### src/rtl/ms_slave_sequencer.sv
// ms_slave_sequencer: master/slave phase sequencer.
//
// Each pass runs three phases:
//   SECTION_A  samples sh_in into the accumulator.
//   SECTION_B  polls NUM_CH slave channels in order. A channel whose sync is high is accepted and
//              added to the accumulator. A channel that stays idle for TIMEOUT cycles is skipped.
//   SECTION_C  publishes the accumulator on sh_out, and publishes succ.
//
// Ports:
//   clk        clock, rising edge
//   rst        asynchronous, active-high reset
//   s_in       slave data, channel i at [i*DATA_W +: DATA_W]
//   s_in_sync  per-channel data-valid level
//   s_in_ack   per-channel accept strobe (combinational)
//   sh_in      shared input, sampled in SECTION_A only
//   sh_out     shared output (registered)
//   succ       high after a pass in which every channel was accepted
//   phase      current phase: 0=SECTION_A, 1=SECTION_B, 2=SECTION_C
//   cur_ch     channel being polled
//
// Optional build macro MS_SEQ_SATURATE_EN: when it is defined, each accumulate step saturates to the
// signed limits. When it is undefined, each accumulate step wraps modulo 2^DATA_W.
module ms_slave_sequencer #(
  parameter int unsigned NUM_CH  = 2,
  parameter int unsigned DATA_W  = 32,
  parameter int unsigned TIMEOUT = 8,
  localparam int unsigned ChW    = (NUM_CH > 1) ? $clog2(NUM_CH) : 1
) (
  input  logic                       clk,
  input  logic                       rst,
  input  logic [NUM_CH*DATA_W-1:0]   s_in,
  input  logic [NUM_CH-1:0]          s_in_sync,
  output logic [NUM_CH-1:0]          s_in_ack,
  input  logic [DATA_W-1:0]          sh_in,
  output logic [DATA_W-1:0]          sh_out,
  output logic                       succ,
  output logic [1:0]                 phase,
  output logic [ChW-1:0]             cur_ch
);

  // The wait counter only ever holds 0..TIMEOUT-1.
  localparam int unsigned CntW = (TIMEOUT > 1) ? $clog2(TIMEOUT) : 1;
  localparam logic [ChW-1:0]  LastCh   = ChW'(NUM_CH - 1);
  localparam logic [CntW-1:0] LastWait = CntW'(TIMEOUT - 1);

  typedef enum logic [1:0] {
    StSectionA = 2'd0,
    StSectionB = 2'd1,
    StSectionC = 2'd2
  } phase_e;

  phase_e              phase_q, phase_d;
  logic [ChW-1:0]      cur_ch_q, cur_ch_d;
  logic [DATA_W-1:0]   val_q, val_d;
  logic [CntW-1:0]     wait_cnt_q, wait_cnt_d;
  logic                all_ok_q, all_ok_d;
  logic [DATA_W-1:0]   sh_out_q, sh_out_d;
  logic                succ_q, succ_d;

  logic [DATA_W-1:0]   sel_data;
  logic                sel_sync;
  logic [DATA_W-1:0]   sum_wrap;
  logic [DATA_W-1:0]   sum;
  logic                advance;

  // Select the data and sync bit of the polled channel.
  always_comb begin
    sel_data = '0;
    sel_sync = 1'b0;
    for (int unsigned i = 0; i < NUM_CH; i++) begin
      if (cur_ch_q == ChW'(i)) begin
        sel_data = s_in[i*DATA_W +: DATA_W];
        sel_sync = s_in_sync[i];
      end
    end
  end

  // Only the polled channel can be acknowledged, and only in SECTION_B.
  always_comb begin
    s_in_ack = '0;
    for (int unsigned i = 0; i < NUM_CH; i++) begin
      s_in_ack[i] = (phase_q == StSectionB) && (cur_ch_q == ChW'(i)) && s_in_sync[i];
    end
  end

  assign sum_wrap = val_q + sel_data;

`ifdef MS_SEQ_SATURATE_EN
  logic pos_ovf, neg_ovf;
  // Signed overflow happens only when both operands have the same sign and the sign of the sum
  // differs from it.
  assign pos_ovf = ~val_q[DATA_W-1] & ~sel_data[DATA_W-1] &  sum_wrap[DATA_W-1];
  assign neg_ovf =  val_q[DATA_W-1] &  sel_data[DATA_W-1] & ~sum_wrap[DATA_W-1];
  always_comb begin
    if (pos_ovf) begin
      sum = {1'b0, {(DATA_W-1){1'b1}}};
    end else if (neg_ovf) begin
      sum = {1'b1, {(DATA_W-1){1'b0}}};
    end else begin
      sum = sum_wrap;
    end
  end
`else
  assign sum = sum_wrap;
`endif

  always_comb begin
    phase_d    = phase_q;
    cur_ch_d   = cur_ch_q;
    val_d      = val_q;
    wait_cnt_d = wait_cnt_q;
    all_ok_d   = all_ok_q;
    sh_out_d   = sh_out_q;
    succ_d     = succ_q;
    advance    = 1'b0;

    unique case (phase_q)
      StSectionA: begin
        val_d      = sh_in;
        cur_ch_d   = '0;
        wait_cnt_d = '0;
        all_ok_d   = 1'b1;
        phase_d    = StSectionB;
      end
      StSectionB: begin
        // A sync takes priority over the timeout, so a sync that arrives on the last wait cycle is
        // still accepted.
        if (sel_sync) begin
          val_d      = sum;
          wait_cnt_d = '0;
          advance    = 1'b1;
        end else if (wait_cnt_q == LastWait) begin
          all_ok_d   = 1'b0;
          wait_cnt_d = '0;
          advance    = 1'b1;
        end else begin
          wait_cnt_d = wait_cnt_q + CntW'(1);
        end
        if (advance) begin
          if (cur_ch_q == LastCh) begin
            phase_d = StSectionC;
          end else begin
            cur_ch_d = cur_ch_q + ChW'(1);
          end
        end
      end
      StSectionC: begin
        sh_out_d = val_q;
        succ_d   = all_ok_q;
        phase_d  = StSectionA;
      end
      default: begin
        phase_d = StSectionA;
      end
    endcase
  end

  always_ff @(posedge clk or posedge rst) begin
    if (rst) begin
      phase_q    <= StSectionA;
      cur_ch_q   <= '0;
      val_q      <= '0;
      wait_cnt_q <= '0;
      all_ok_q   <= 1'b1;
      sh_out_q   <= '0;
      succ_q     <= 1'b0;
    end else begin
      phase_q    <= phase_d;
      cur_ch_q   <= cur_ch_d;
      val_q      <= val_d;
      wait_cnt_q <= wait_cnt_d;
      all_ok_q   <= all_ok_d;
      sh_out_q   <= sh_out_d;
      succ_q     <= succ_d;
    end
  end

  assign sh_out = sh_out_q;
  assign succ   = succ_q;
  assign phase  = phase_q;
  assign cur_ch = cur_ch_q;

endmodule

### config.mk
export PLATFORM = sky130hd
export DESIGN_NAME = ms_slave_sequencer
export DESIGN_NICKNAME = d
export VERILOG_FILES = /design/src/rtl/ms_slave_sequencer.sv
export SDC_FILE = /design/constraint.sdc
export NUM_CORES = 1
export LEC_CHECK = 0
export ABC_AREA = 1
export CAP_MARGIN = 20
export CORE_UTILIZATION = 55
export CTS_CLUSTER_DIAMETER = 100
export DETAILED_ROUTE_END_ITERATION = 16
export PLACE_DENSITY = 0.95
export SYNTH_ARGS = -nofsm -noshare
export SYNTH_HDL_FRONTEND = slang
export SYNTH_SLANG_ARGS = --single-unit
### constraint.sdc
create_clock -name clk -period 5.6 [get_ports clk]
set_input_delay 0.56 -clock clk [delete_from_list [all_inputs] [get_ports clk]]
set_output_delay 0.56 -clock clk [all_outputs]
set_load 0.03 [all_outputs]
-- Yosys cells after proc, flatten, opt, wreduce, memory -nomap -nowiden
Index checks and enable logic that the tools add are counted.
- add/subtract/negate cells: 3
- bitwise gates (word level): 1
- equal/unequal tests: 8
- reduce and logical (&&, ||, !) cells: 10
- mux-type cells: 19
- operators with widths (cell ; number):
    $mux 32 ; 2
    $pmux 32 s2 ; 1
    $add 32x32->32 ; 1
    $mux 1 ; 8
    $mux 3 ; 2
    $ne 2x2->1 const B ; 3
    $pmux 3 s2 ; 1
    $reduce_and 2->1 ; 3
    $logic_and 1x1->1 ; 4
    $mux 2 ; 2
    $ne 2x1->1 const B ; 2
    $pmux 1 s2 ; 2
    $pmux 2 s2 ; 1
    $add 3x1->3 const B ; 1
    $eq 3x3->1 const B ; 1
    $reduce_and 3->1 ; 1
    $eq 2x1->1 const B ; 1
    $eq 2x2->1 const B ; 1
    $logic_not 2->1 ; 1
    $reduce_bool 2->1 ; 1
    $add 1x1->1 const B ; 1
    $not 1->1 ; 1
- word-level logic and storage cells: 48
- flip-flop bits (word level): 72

-- Logic depth before layout (Yosys ltp)
Gate-level depths: netlist (run 1).
- depth in word-level cells: 6
- mapped depth: 18

-- Worst setup path after synthesis (run 1)
OpenSTA, ideal clock, no wires.
- kind: reg-to-reg
- start: register cur_ch_q, in the netlist cur_ch
- end: register val_q[16]
- setup time: 126 ps
- slack: 3071 ps
- cell stages (with the launch flop): 17
- arrival: 2403 ps
- cells stage by stage: dfrtp_1 > buf_4 > clkinv_1 > clkbuf_1 > nand2_1 > nand2_1 > fa_1 > nand3_1 > nand3_1 > nand2_1 > nand2_1 > nand2_1 > nand2_1 > nand2_1 > nand2_1 > nor2_1 > o22ai_2
- cells in the longest elaborated chain, start to end: 4
- RTL lines (what ; RTL line ; source):
    start: declaration ; 53 ; logic [ChW-1:0] cur_ch_q, cur_ch_d;
    start signal: assignment ; 169 ; cur_ch_q <= cur_ch_d;
    $mux 32 ; 71 ; if (cur_ch_q == ChW'(i)) begin
    $add 32x32->32 ; 86 ; assign sum_wrap = val_q + sel_data;
    $mux 32 ; 128 ; if (sel_sync) begin
    $pmux 32 s2 ; 117 ; unique case (phase_q)
    end signal: assignment ; 170 ; val_q <= val_d;
    end: declaration ; 54 ; logic [DATA_W-1:0] val_q, val_d;
Several ways; a longest one is shown, not always the timed one. The select of a mux whose other input is x is not followed.
A chain may end at the register's enable or synchronous reset.

-- Final worst setup path (run 1)
- start: register cur_ch_q, in the netlist cur_ch
- end: register val_q[20]
Same word-level chain as after synthesis.

==> reports/qor.tcl, run 1 <==
set qor(outcome) {finished, final reports clean}
set qor(timing.setup.tns_ps) 0
set qor(syn_nets) 1053
set qor(timing.hold.worst.class) {reg -> reg}
set qor(worstPathRequired_ps) 5820
set qor(grt_antenna_before_repair) 0
set qor(synth_edf_count) 0
set qor(die_area_mm2) 0.0111
set qor(post-route-period-util_pct) 56.8
set qor(ys_dominant_reg_cell) {dfrtp_1}
set qor(worst_hold_path.endpoint) {all_ok_q}
set qor(core_area_mm2) 0.0104
set qor(synthToLayoutAreaGrowth_pct) 28.3
set qor(synth_async_sr_flop_share_pct) 100
set qor(clock-root-buffer) {clkbuf_8}
set qor(setup.worst_path.end_class) {register}
set qor(buffer_ports.inserted) 137
set qor(final.setup_skew_ps) 5.72
set qor(worst_setup_hold_path_clk_slew_ps) 80
set qor(tritoncts) {yes}
set qor(maxCapViolations) 0
set qor(rsz_0062_raised_after_global_routing) {no}
set qor(synth.cell_area_mm2) 0.00589
set qor(tightestPinTransition_ps) 921
set qor(finalNetCount) 1181
set qor(grt_remaining_overflow) 0
set qor(maxSlewHeadroom_pct) 38.6
set qor(p_leak_nw) 4.14
set qor(synthDistinctLibCells) 40
set qor(cts_made_buffers) 9
set qor(min_path_cells) 2
set qor(die_width_um) 105
set qor(routed_wire_length_per_instance_um) 13.6
set qor(grt_first_pass_wirelength_um) 26900
set qor(hold_buf_cts) 0
set qor(fin_crit_ps) 3180
set qor(placedInstanceArea_mm2) 0.00732
set qor(worst_r2r_path_depth) 16
set qor(largest_net_degree_at_the_start_of_global_routing) 73
set qor(synth_warn) 0
set qor(cts_setup_buffers) 0
set qor(r2r_setup_slack_ps) 2420
set qor(startpoint_type) {register}
set qor(vias) 6071
set qor(report.final.setup_viol) 0
set qor(final_max_slew_viol_count) 0
set qor(first_global_vias) 5805
set qor(wirelength_um) 16100
set qor(cts.sink_count) 72
set qor(dp_hpwl_um) 12000
set qor(antennaDiodeCount) 0
set qor(min_from) {all_ok_q}
set qor(initial_utilization_pct) 56.8
set qor(final_design_instance_area_without_fill_mm2) 0.00756
set qor(drcViolationCount) 0
set qor(final_layout_size_suffix_gt1_share_pct) 6.56
set qor(detailedRoute.firstIterationViolations) 383
set qor(detail-route-antenna-nets) 0
set qor(clk-insertion-delay-late_ps) 350
set qor(htree_num_levels) 3
set qor(layout_commonest_cell) {nand2_1}
set qor(postCtsResizedCells) 0
set qor(fmaxAchievable_mhz) 314
set qor(worstSetupPathType) {reg -> reg}
set qor(layout_common_cells) {nand2_1, clkdlybuf4s50_1, inv_1, nor2_1, dfrtp_1}
set qor(rows) 37
set qor(maximum_ir_drop_on_the_vdd_rail_uv) 683
set qor(number_of_standard_cells_after_synthesis) 919
set qor(timing.rr.end) {val_q[20]}
set qor(critical_path_maximum_fanout) 19
set qor(die_y_um) 105
set qor(vias_per_std_cell) 5.11
set qor(boundaryPins) 138
set qor(clock_tree.buffer_depth) 2
set qor(global_route.usage.total_pct) 30.1
set qor(gpl.final_weighted_congestion) 0.927
set qor(synth-seq-cells) 72
set qor(avgSynthCellArea_um2) 6.41
set qor(first_pass_iters) 6
set qor(share_of_the_yosys_chip_area_belonging_to_registers_pct) 30.6
set qor(worstPathArrival_ps) 3410
set qor(cellPowerDensity_mw_per_mm2) 708
set qor(report.final.hold_viol_count) 0
set qor(reg2reg_from) {cur_ch}
[layer usage]
layer | wire, µm | track usage [%] | share of wire [%]
met1 | 7660 | 42.1 | 48
met2 | 7330 | 50.8 | 45
met3 | 870 | 2.78 | 5.4
met4 | 243 | 6.94 | 1.5
met5 | 0 | 0 | 0
[metrics by stage]
| step | total power (W) | setup WS [ps] | hold slack, ps | utilization, % | cells |
|---|---|---|---|---|---|
| after floorplan | 0.00384 | 3070 | 441 | - | 919 |
| after global placement | 0.00472 | 2410 | 464 | 70.6 | 1171 |
| after detailed placement | 0.00482 | 2310 | 472 | 70.6 | 1171 |
| after CTS | 0.00532 | 2190 | 486 | 72.7 | 1187 |
| after global routing | 0.00586 | 2110 | 505 | 72.9 | 1188 |
| final | 0.00535 | 2420 | 486 | 72.9 | 1188 |
[cell usage after synthesis (2+ instances only)]
cell	n	area share [%]
buf_2	6	0.51
o21bai_1	3	0.38
a32o_1	2	0.34
nor2_1	82	5.2
nor3_1	5	0.42
buf_4	3	0.38
nand2_1	385	25
o21ai_0	21	1.8
nand4_1	3	0.32
dfrtp_1	71	30
nor2_2	3	0.32
o21ai_1	6	0.51
inv_1	135	8.6
nand2_2	3	0.32
xor2_1	8	1.2
mux2_2	18	3.4
a21oi_1	35	3.0
buf_6	2	0.38
o22ai_2	7	1.5
o211ai_1	4	0.51
o21ai_2	7	1.0
ha_1	33	7.0
xnor2_1	3	0.45
inv_2	2	0.13
a31oi_2	2	0.42
clkbuf_1	12	0.76
nand3_1	45	3.8
[how the worst max path moves through the flow]
stage | from | to | slack (ps) | cells past startpoint
global route | cur_ch | val_q[20] | 2110 | 16
floorplan | cur_ch | val_q[16] | 3070 | 16
global placement | cur_ch | val_q[20] | 2410 | 15
finish | cur_ch | val_q[20] | 2420 | 16
detailed placement | cur_ch | val_q[20] | 2310 | 15
CTS | cur_ch | val_q[20] | 2190 | 15
[state kept, by name (all words and copies together), names as in the netlist]
| signal | cells |
|---|---|
| phase | 2 |
| succ | 1 |
| wait_cnt_q | 3 |
| sh_out | 32 |
| cur_ch | 1 |
| val_q | 32 |
| all_ok_q | 1 |
[critical path: stages, from the launching register on]
cell and delay, ps:
dfrtp_1 370, clkinv_1 520, buf_8 390, nand2_1 70
nand2_1 50, ha_1 220, fa_1 470, nand3_1 120
nand3_1 150, nand3_1 110, nand3_1 150, nand2_1 120
nand2_1 60, nand2_1 50, nand3_1 60, nand2_1 80
o21ai_1 60
[power by group]
group	leakage (nW)	internal, W	total, W	switching (W)
clock	0.113	0.000252	0.000472	0.000220
combinational	3.15	0.00142	0.00392	0.00250
sequential	0.877	0.000781	0.000961	0.000180
total	4.14	0.00246	0.00535	0.00290
[area by class of cell]
type / instances / area [µm²]
clock buffer: 9 / 124
sequential: 72 / 1800
tap: 136 / 170
timing repair buffer: 142 / 1420
clock inverter: 7 / 96.3
inverter: 139 / 524
multi-input combinational: 683 / 3420
fill: 886 / 2810
[cell families (layout without fill, tap and decap cells)]
group / Yosys count / count (layout) / synth area share (%)
fa+ha+maj: 34 / 34 / 7.35
mux: 18 / 18 / 3.44
xor+xnor: 11 / 11 / 1.64
buf+inv: 164 / 297 / 11.3
flops: 72 / 72 / 30.6
compound gates: 91 / 91 / 9.96
simple gates: 529 / 529 / 35.7
Note: power is estimated with default switching activity, not from simulation.
==> run 2, diff against run 1 <==
--- a/config.mk
+++ b/config.mk
@@ -7,10 +7,10 @@
 export LEC_CHECK = 0
 export ABC_AREA = 1
 export CAP_MARGIN = 20
-export CORE_UTILIZATION = 55
+export CORE_UTILIZATION = 46
 export CTS_CLUSTER_DIAMETER = 100
 export DETAILED_ROUTE_END_ITERATION = 16
-export PLACE_DENSITY = 0.95
+export PLACE_DENSITY = 0.88
 export SYNTH_ARGS = -nofsm -noshare
 export SYNTH_HDL_FRONTEND = slang
 export SYNTH_SLANG_ARGS = --single-unit
==> constraint.sdc (replaced) <==
create_clock -name clk -period 2.9 [get_ports clk]
set_input_delay 0.29 -clock clk [delete_from_list [all_inputs] [get_ports clk]]
set_output_delay 0.29 -clock clk [all_outputs]
set_load 0.03 [all_outputs]
==> reports/qor.tcl, run 2 (synthesis gave the netlist of run 1 again) <==
set qor(outcome) {finished, final reports clean} ;# unchanged
set qor(detailedPlace.worstSlack_ps) 278 ;# was 2310 ps
set qor(synthToLayoutAreaGrowth_pct) 31.6 ;# was 28.3%
set qor(grt_remaining_overflow) 0 ;# unchanged
set qor(gpl.final_weighted_congestion) 0.880 ;# was 0.927
set qor(final.setup_skew_ps) 8.27 ;# was 5.72 ps
set qor(clk-insertion-delay-late_ps) 350 ;# about the same
set qor(p_leak_nw) 4.21 ;# was 4.14 nW
set qor(worst_setup_hold_path_clk_slew_ps) 60 ;# was 80 ps
set qor(largest_net_degree_at_the_start_of_global_routing) 50 ;# was 73
set qor(fin_crit_ps) 2640 ;# was 3180 ps
set qor(layout_common_cells) {nand2_1, clkdlybuf4s50_1, inv_1, nor2_1, dfrtp_1} ;# unchanged
set qor(timing.hold.ws_ps) 313 ;# was 486 ps
set qor(clock-root-buffer) {clkbuf_16} ;# was clkbuf_8
set qor(routed_wire_length_per_instance_um) 13.2 ;# was 13.6 µm
set qor(timing.hold.worst.class) {in -> async} ;# was reg -> reg
set qor(rsz_0062_raised_after_global_routing) {no} ;# unchanged
set qor(global_route.usage.total_pct) 26.2 ;# was 30.1%
set qor(critical_path.cell_chain) {clkinv_1 > nand2_1 > nand2_1 > ha_1 > fa_1 > nand3_1 > nand3_1 > nand3_1 > nand3_1 > nand2_1 > nand2_1 > nand2_1 > nand3_1 > nand2_1 > o21ai_1} ;# was clkinv_1 > buf_8 > nand2_1 > nand2_1 > ha_1 > fa_1 > nand3_1 > nand3_1 > nand3_1 > nand3_1 > nand2_1 > nand2_1 > nand2_1 > nand3_1 > nand2_1 > o21ai_1
set qor(detailedRoute.firstIterationViolations) 348 ;# was 383
set qor(final_max_slew_viol_count) 0 ;# unchanged
set qor(first_global_vias) 5743 ;# was 5,805
set qor(buffer_ports.inserted) 137 ;# unchanged
set qor(worstPathRequired_ps) 3120 ;# was 5820 ps
set qor(wirelength_um) 16100 ;# about the same
set qor(maxSlewHeadroom_pct) 30.1 ;# was 38.6%
set qor(hold_buf_cts) 0 ;# unchanged
set qor(rows) 40 ;# was 37
set qor(grt_antenna_before_repair) 0 ;# unchanged
set qor(critical_path_maximum_fanout) 10 ;# was 19
set qor(vias) 5976 ;# was 6,071
set qor(dp_hpwl_um) 12500 ;# was 12,000 µm
set qor(tightestPinTransition_ps) 1050 ;# was 921 ps
set qor(cellPowerDensity_mw_per_mm2) 1370 ;# was 708 mW/mm²
set qor(drcViolationCount) 0 ;# unchanged
set qor(antennaDiodeCount) 0 ;# unchanged
set qor(worst_path_most_repeated_cell) {nand2_1} ;# unchanged
set qor(initial_utilization_pct) 48.0 ;# was 56.8%
set qor(tritoncts) {yes} ;# unchanged
set qor(report.final.setup_viol) 0 ;# unchanged
set qor(postLayoutSetupSlackWorst_ps) 259 ;# was 2420 ps
set qor(setup.worst_path.end_class) {register} ;# unchanged
set qor(cts_setup_buffers) 0 ;# unchanged
set qor(critical_path.top_delay_family) {simple AND/OR/NAND/NOR gates} ;# unchanged
set qor(worstSetupPathType) {reg -> reg} ;# unchanged
set qor(worst-path-buf-inv) 1 ;# was 2
set qor(post-route-period-util_pct) 91.1 ;# was 56.8%
set qor(timing.critical_path.slowest_cell_delay_ps) 470 ;# was 520 ps
set qor(clock_tree.buffer_depth) 2 ;# unchanged
set qor(die_width_um) 115 ;# was 105 µm
set qor(layout_commonest_cell) {nand2_1} ;# unchanged
set qor(cts.sink_count) 72 ;# unchanged
set qor(die_area_mm2) 0.0133 ;# was 0.0111 mm²
set qor(detail-route-antenna-nets) 0 ;# unchanged
set qor(vias_per_std_cell) 4.89 ;# was 5.11
set qor(timing.setup.tns_ps) 0 ;# unchanged
set qor(grt_first_pass_wirelength_um) 26900 ;# about the same
set qor(boundaryPins) 138 ;# unchanged
set qor(htree_num_levels) 3 ;# unchanged
set qor(die_y_um) 115 ;# was 105 µm
set qor(cts_made_buffers) 9 ;# unchanged
set qor(postCtsResizedCells) 0 ;# unchanged
set qor(report.final.hold_viol_count) 0 ;# unchanged
set qor(final_layout_size_suffix_gt1_share_pct) 6.73 ;# was 6.56%
set qor(maximum_ir_drop_on_the_vdd_rail_uv) 1030 ;# was 683 µV
set qor(final_util_pct) 63.2 ;# was 72.9%
set qor(fmaxAchievable_mhz) 379 ;# was 314 MHz
set qor(timing.critical_path.slowest_stage_cell) {fa_1} ;# was clkinv_1
set qor(first_pass_iters) 5 ;# was 6
set qor(startpoint_type) {register} ;# unchanged
set qor(core_area_mm2) 0.0123 ;# was 0.0104 mm²
set qor(worstPathArrival_ps) 2860 ;# was 3410 ps
set qor(finalNetCount) 1184 ;# was 1,181
set qor(maxCapViolations) 0 ;# unchanged
-- run 2: cell types whose count changed in the layout (fill, tap and decap cells not counted), sizes merged --
| cell | delta |
|---|---|
| buf | +3 |
| bufinv | +1 |
| clkinv | -5 |
| clkbuf | +2 |
| clkinvlp | +2 |
-- run 2: through the flow --
stage | instance area (µm²) | power, W | cells
floorplan | 5890 | 0.00742 | 919
global placement | 7410 | 0.00914 | 1207
detailed placement | 7410 | 0.00927 | 1207
CTS | 7750 | 0.0106 | 1223
global route | 7750 | 0.0117 | 1223
finish | 7750 | 0.0107 | 1223
-- run 2: final timing paths --
| check | cells after the start | slack [ps] | from | endpoint |
|---|---|---|---|---|
| setup / recovery | 15 | 260 | cur_ch | val_q[20] |
| hold / removal | 2 | 310 | rst | sh_out[31] |
| setup reg to reg | 15 | 260 | cur_ch | val_q[20] |
| hold reg to reg | 2 | 460 | all_ok_q | all_ok_q |
| max in group asynchronous | 3 | 1880 | rst | all_ok_q |
| min in group clk | 2 | 460 | all_ok_q | all_ok_q |
-- run 2: routing by layer --
metal | part of all wire (%) | routed length, µm | global-route usage (%) | up-vias
met5 | 0 | 0 | 0 | -
met2 | 45 | 7250 | 42.4 | 162
met3 | 4.7 | 760 | 3.74 | 29
li1 | - | - | - | 3116
met4 | 2.7 | 428 | 10.6 | 0
met1 | 48 | 7680 | 35.3 | 2669
-- run 2: worst register-to-register path, cell delays in order (launching register included) --
cell	delay [ps]
dfrtp_1	350
clkinv_1	280
nand2_1	140
nand2_1	70
ha_1	230
fa_1	470
nand3_1	130
nand3_1	150
nand3_1	110
nand3_1	150
nand2_1	120
nand2_1	60
nand2_1	50
nand3_1	60
nand2_1	80
o21ai_1	50
-- run 2: power breakdown --
group | total, W | switching, W | internal (W)
Combinational | 0.00751 | 0.00475 | 0.00276
Clock | 0.00130 | 0.000440 | 0.000864
Sequential | 0.00185 | 0.000333 | 0.00151
-- run 2: cell type report --
| class | instances | area [µm²] |
|---|---|---|
| timing repair buffer | 145 | 1440 |
| sequential | 72 | 1800 |
| clock buffer | 11 | 243 |
| clock inverter | 5 | 105 |
| tap | 168 | 210 |
| fill | 1097 | 4510 |
| inverter | 139 | 524 |
| multi-input combinational | 683 | 3420 |
==> run 3, diff against run 2 <==
--- a/config.mk
+++ b/config.mk
@@ -7,10 +7,12 @@
 export LEC_CHECK = 0
 export ABC_AREA = 1
 export CAP_MARGIN = 20
-export CORE_UTILIZATION = 46
+export CELL_PAD_IN_SITES_DETAIL_PLACEMENT = 1
+export CELL_PAD_IN_SITES_GLOBAL_PLACEMENT = 2
+export CORE_UTILIZATION = 24
 export CTS_CLUSTER_DIAMETER = 100
 export DETAILED_ROUTE_END_ITERATION = 16
-export PLACE_DENSITY = 0.88
+export PLACE_DENSITY = 0.87
 export SYNTH_ARGS = -nofsm -noshare
 export SYNTH_HDL_FRONTEND = slang
 export SYNTH_SLANG_ARGS = --single-unit
==> reports/qor.tcl, run 3 (synthesis gave the netlist of run 1 again) <==
set qor(outcome) {finished, final reports clean} ;# unchanged
set qor(die_y_um) 159 ;# was 115 µm
set qor(worst_r2r_path_depth) 15 ;# unchanged
set qor(die_width_um) 159 ;# was 115 µm
set qor(fmaxAchievable_mhz) 377 ;# was 379 MHz
set qor(maxSlewHeadroom_pct) 41.6 ;# was 30.1%
set qor(buffer_ports.inserted) 137 ;# unchanged
set qor(largest_net_degree_at_the_start_of_global_routing) 52 ;# was 50
set qor(vias) 6220 ;# was 5,976
set qor(startpoint_type) {register} ;# unchanged
set qor(grt_first_pass_wirelength_um) 34300 ;# was 26,900 µm
set qor(first_pass_iters) 4 ;# was 5
set qor(synthToLayoutAreaGrowth_pct) 34.3 ;# was 31.6%
set qor(final_layout_size_suffix_gt1_share_pct) 7.01 ;# was 6.73%
set qor(cts_made_buffers) 9 ;# unchanged
set qor(global_route.usage.total_pct) 18.2 ;# was 26.2%
set qor(initial_utilization_pct) 24.8 ;# was 48.0%
set qor(report.final.setup_viol) 0 ;# unchanged
set qor(boundaryPins) 138 ;# unchanged
set qor(post-place-cells) 1359 ;# was 1,207
set qor(core_area_mm2) 0.0238 ;# was 0.0123 mm²
set qor(worstSetupPathType) {reg -> reg} ;# unchanged
set qor(critical_path_maximum_fanout) 31 ;# was 10
set qor(first_global_vias) 6231 ;# was 5,743
set qor(report.final.hold_viol_count) 0 ;# unchanged
set qor(timing.hold.worst.class) {in -> async} ;# unchanged
set qor(clock_tree.buffer_depth) 2 ;# unchanged
set qor(reg2reg_from) {cur_ch} ;# unchanged
set qor(total_power_w) 0.0111 ;# was 0.0107 W
set qor(grt_remaining_overflow) 0 ;# unchanged
set qor(worstPathRequired_ps) 3140 ;# was 3120 ps
set qor(maximum_ir_drop_on_the_vdd_rail_uv) 1080 ;# was 1030 µV
set qor(hold_buf_cts) 0 ;# unchanged
set qor(placedInstanceArea_mm2) 0.00760 ;# was 0.00741 mm²
set qor(tritoncts) {yes} ;# unchanged
set qor(drcViolationCount) 0 ;# unchanged
set qor(final_util_pct) 33.3 ;# was 63.2%
set qor(final_design_instance_area_without_fill_mm2) 0.00791 ;# was 0.00775 mm²
set qor(rows) 56 ;# was 40
set qor(fin_crit_ps) 2650 ;# was 2640 ps
set qor(gpl.final_weighted_congestion) 0.859 ;# was 0.880
set qor(rsz_0062_raised_after_global_routing) {no} ;# unchanged
set qor(maxCapViolations) 0 ;# unchanged
set qor(htree_num_levels) 3 ;# unchanged
set qor(wirelength_um) 22000 ;# was 16,100 µm
set qor(setup.worst_path.end_class) {register} ;# unchanged
set qor(critical_path.cell_chain) {buf_4 > nand2_1 > nand2_1 > ha_1 > fa_1 > nand2_1 > nand3_1 > nand2_1 > nand2_2 > nand2_1 > nand2_1 > nand2_1 > nand3_1 > nand2_1 > nand2_1} ;# was clkinv_1 > nand2_1 > nand2_1 > ha_1 > fa_1 > nand3_1 > nand3_1 > nand3_1 > nand3_1 > nand2_1 > nand2_1 > nand2_1 > nand3_1 > nand2_1 > o21ai_1
set qor(tightestPinTransition_ps) 874 ;# was 1050 ps
set qor(worstPathArrival_ps) 2890 ;# was 2860 ps
set qor(final.setup_skew_ps) 14.3 ;# was 8.27 ps
set qor(layout_commonest_cell) {nand2_1} ;# unchanged
set qor(antennaDiodeCount) 0 ;# unchanged
set qor(post-route-period-util_pct) 91.4 ;# was 91.1%
set qor(worst_setup_hold_path_clk_slew_ps) 70 ;# was 60 ps
set qor(cellPowerDensity_mw_per_mm2) 1410 ;# was 1370 mW/mm²
set qor(dp_hpwl_um) 17400 ;# was 12,500 µm
set qor(finalNetCount) 1185 ;# was 1,184
set qor(vias_per_std_cell) 4.52 ;# was 4.89
set qor(r2r_setup_slack_ps) 250 ;# was 260 ps
set qor(cts.sink_count) 72 ;# unchanged
set qor(post_layout_nonfiller_instances) 1375 ;# was 1,223
set qor(routed_wire_length_per_instance_um) 16.0 ;# was 13.2 µm
set qor(die_area_mm2) 0.0252 ;# was 0.0133 mm²
set qor(timing.critical_path.slowest_stage_cell) {fa_1} ;# unchanged
set qor(timing.setup.tns_ps) 0 ;# unchanged
set qor(detailedRoute.firstIterationViolations) 250 ;# was 348
set qor(timing.rr.end) {val_q[30]} ;# was val_q[20]
set qor(p_leak_nw) 4.20 ;# was 4.21 nW
set qor(final_max_slew_viol_count) 0 ;# unchanged
set qor(layout_common_cells) {nand2_1, clkdlybuf4s50_1, inv_1, nor2_1, dfrtp_1} ;# unchanged
set qor(grt_antenna_before_repair) 0 ;# unchanged
set qor(clock-root-buffer) {clkbuf_16} ;# unchanged
set qor(timing.critical_path.slowest_cell_delay_ps) 470 ;# about the same
set qor(worst_path_most_repeated_cell) {nand2_1} ;# unchanged
set qor(detail-route-antenna-nets) 0 ;# unchanged
set qor(clk-insertion-delay-late_ps) 350 ;# about the same
## run 3: worst max path at each step
stage	cells after the start	slack (ps)	end	start
floorplan	16	370	val_q[16]	cur_ch
global placement	16	280	val_q[22]	cur_ch
detailed placement	16	230	val_q[20]	cur_ch
CTS	16	200	val_q[20]	cur_ch
global route	16	10	val_q[30]	cur_ch
finish	15	250	val_q[30]	cur_ch
## run 3: critical path: cells and delay by family (launching register included)
family,cells,cell delay (ps)
fa+ha+maj,2,720
buf+inv,1,270
flops,1,400
simple gates,12,1150
## run 3: metrics by stage
step | hold WS [ps] | setup WS [ps]
finish | 300 | 250
global placement | 466 | 283
CTS | 321 | 203
global route | 353 | 14.3
floorplan | 441 | 371
detailed placement | 469 | 227
## run 3: repair_timing
| item | in CTS | in global routing |
|---|---|---|
| resized for setup | 0 | 1 |
| setup buffers | 0 | 0 |
| endpoints found under the setup margin | 0 | 3 |
## run 3: metal layers
| layer | GRT usage (%) | share of wire [%] | vias up |
|---|---|---|---|
| met4 | 4.76 | 1.1 | 0 |
| met5 | 0 | 0 | - |
| met2 | 28.8 | 45 | 123 |
| met3 | 1.91 | 3.8 | 12 |
| li1 | - | - | 3108 |
| met1 | 26.0 | 50 | 2977 |
## run 3: where the power goes
part / internal (W) / switching, W / leakage [nW] / total (W)
clock network: 0.000679 / 0.000538 / 0.144 / 0.00122
logic: 0.00278 / 0.00520 / 3.18 / 0.00798
registers: 0.00151 / 0.000420 / 0.877 / 0.00193
total: 0.00497 / 0.00616 / 4.20 / 0.0111
## run 3: final cells by class
type / count / area (µm²)
flip-flops and latches: 72 / 1800
fillers: 2997 / 15800
clock inverters: 7 / 78.8
multi-input cells: 683 / 3430
inverters: 139 / 524
clock buffers: 9 / 225
repair buffers: 146 / 1460
well taps: 319 / 399
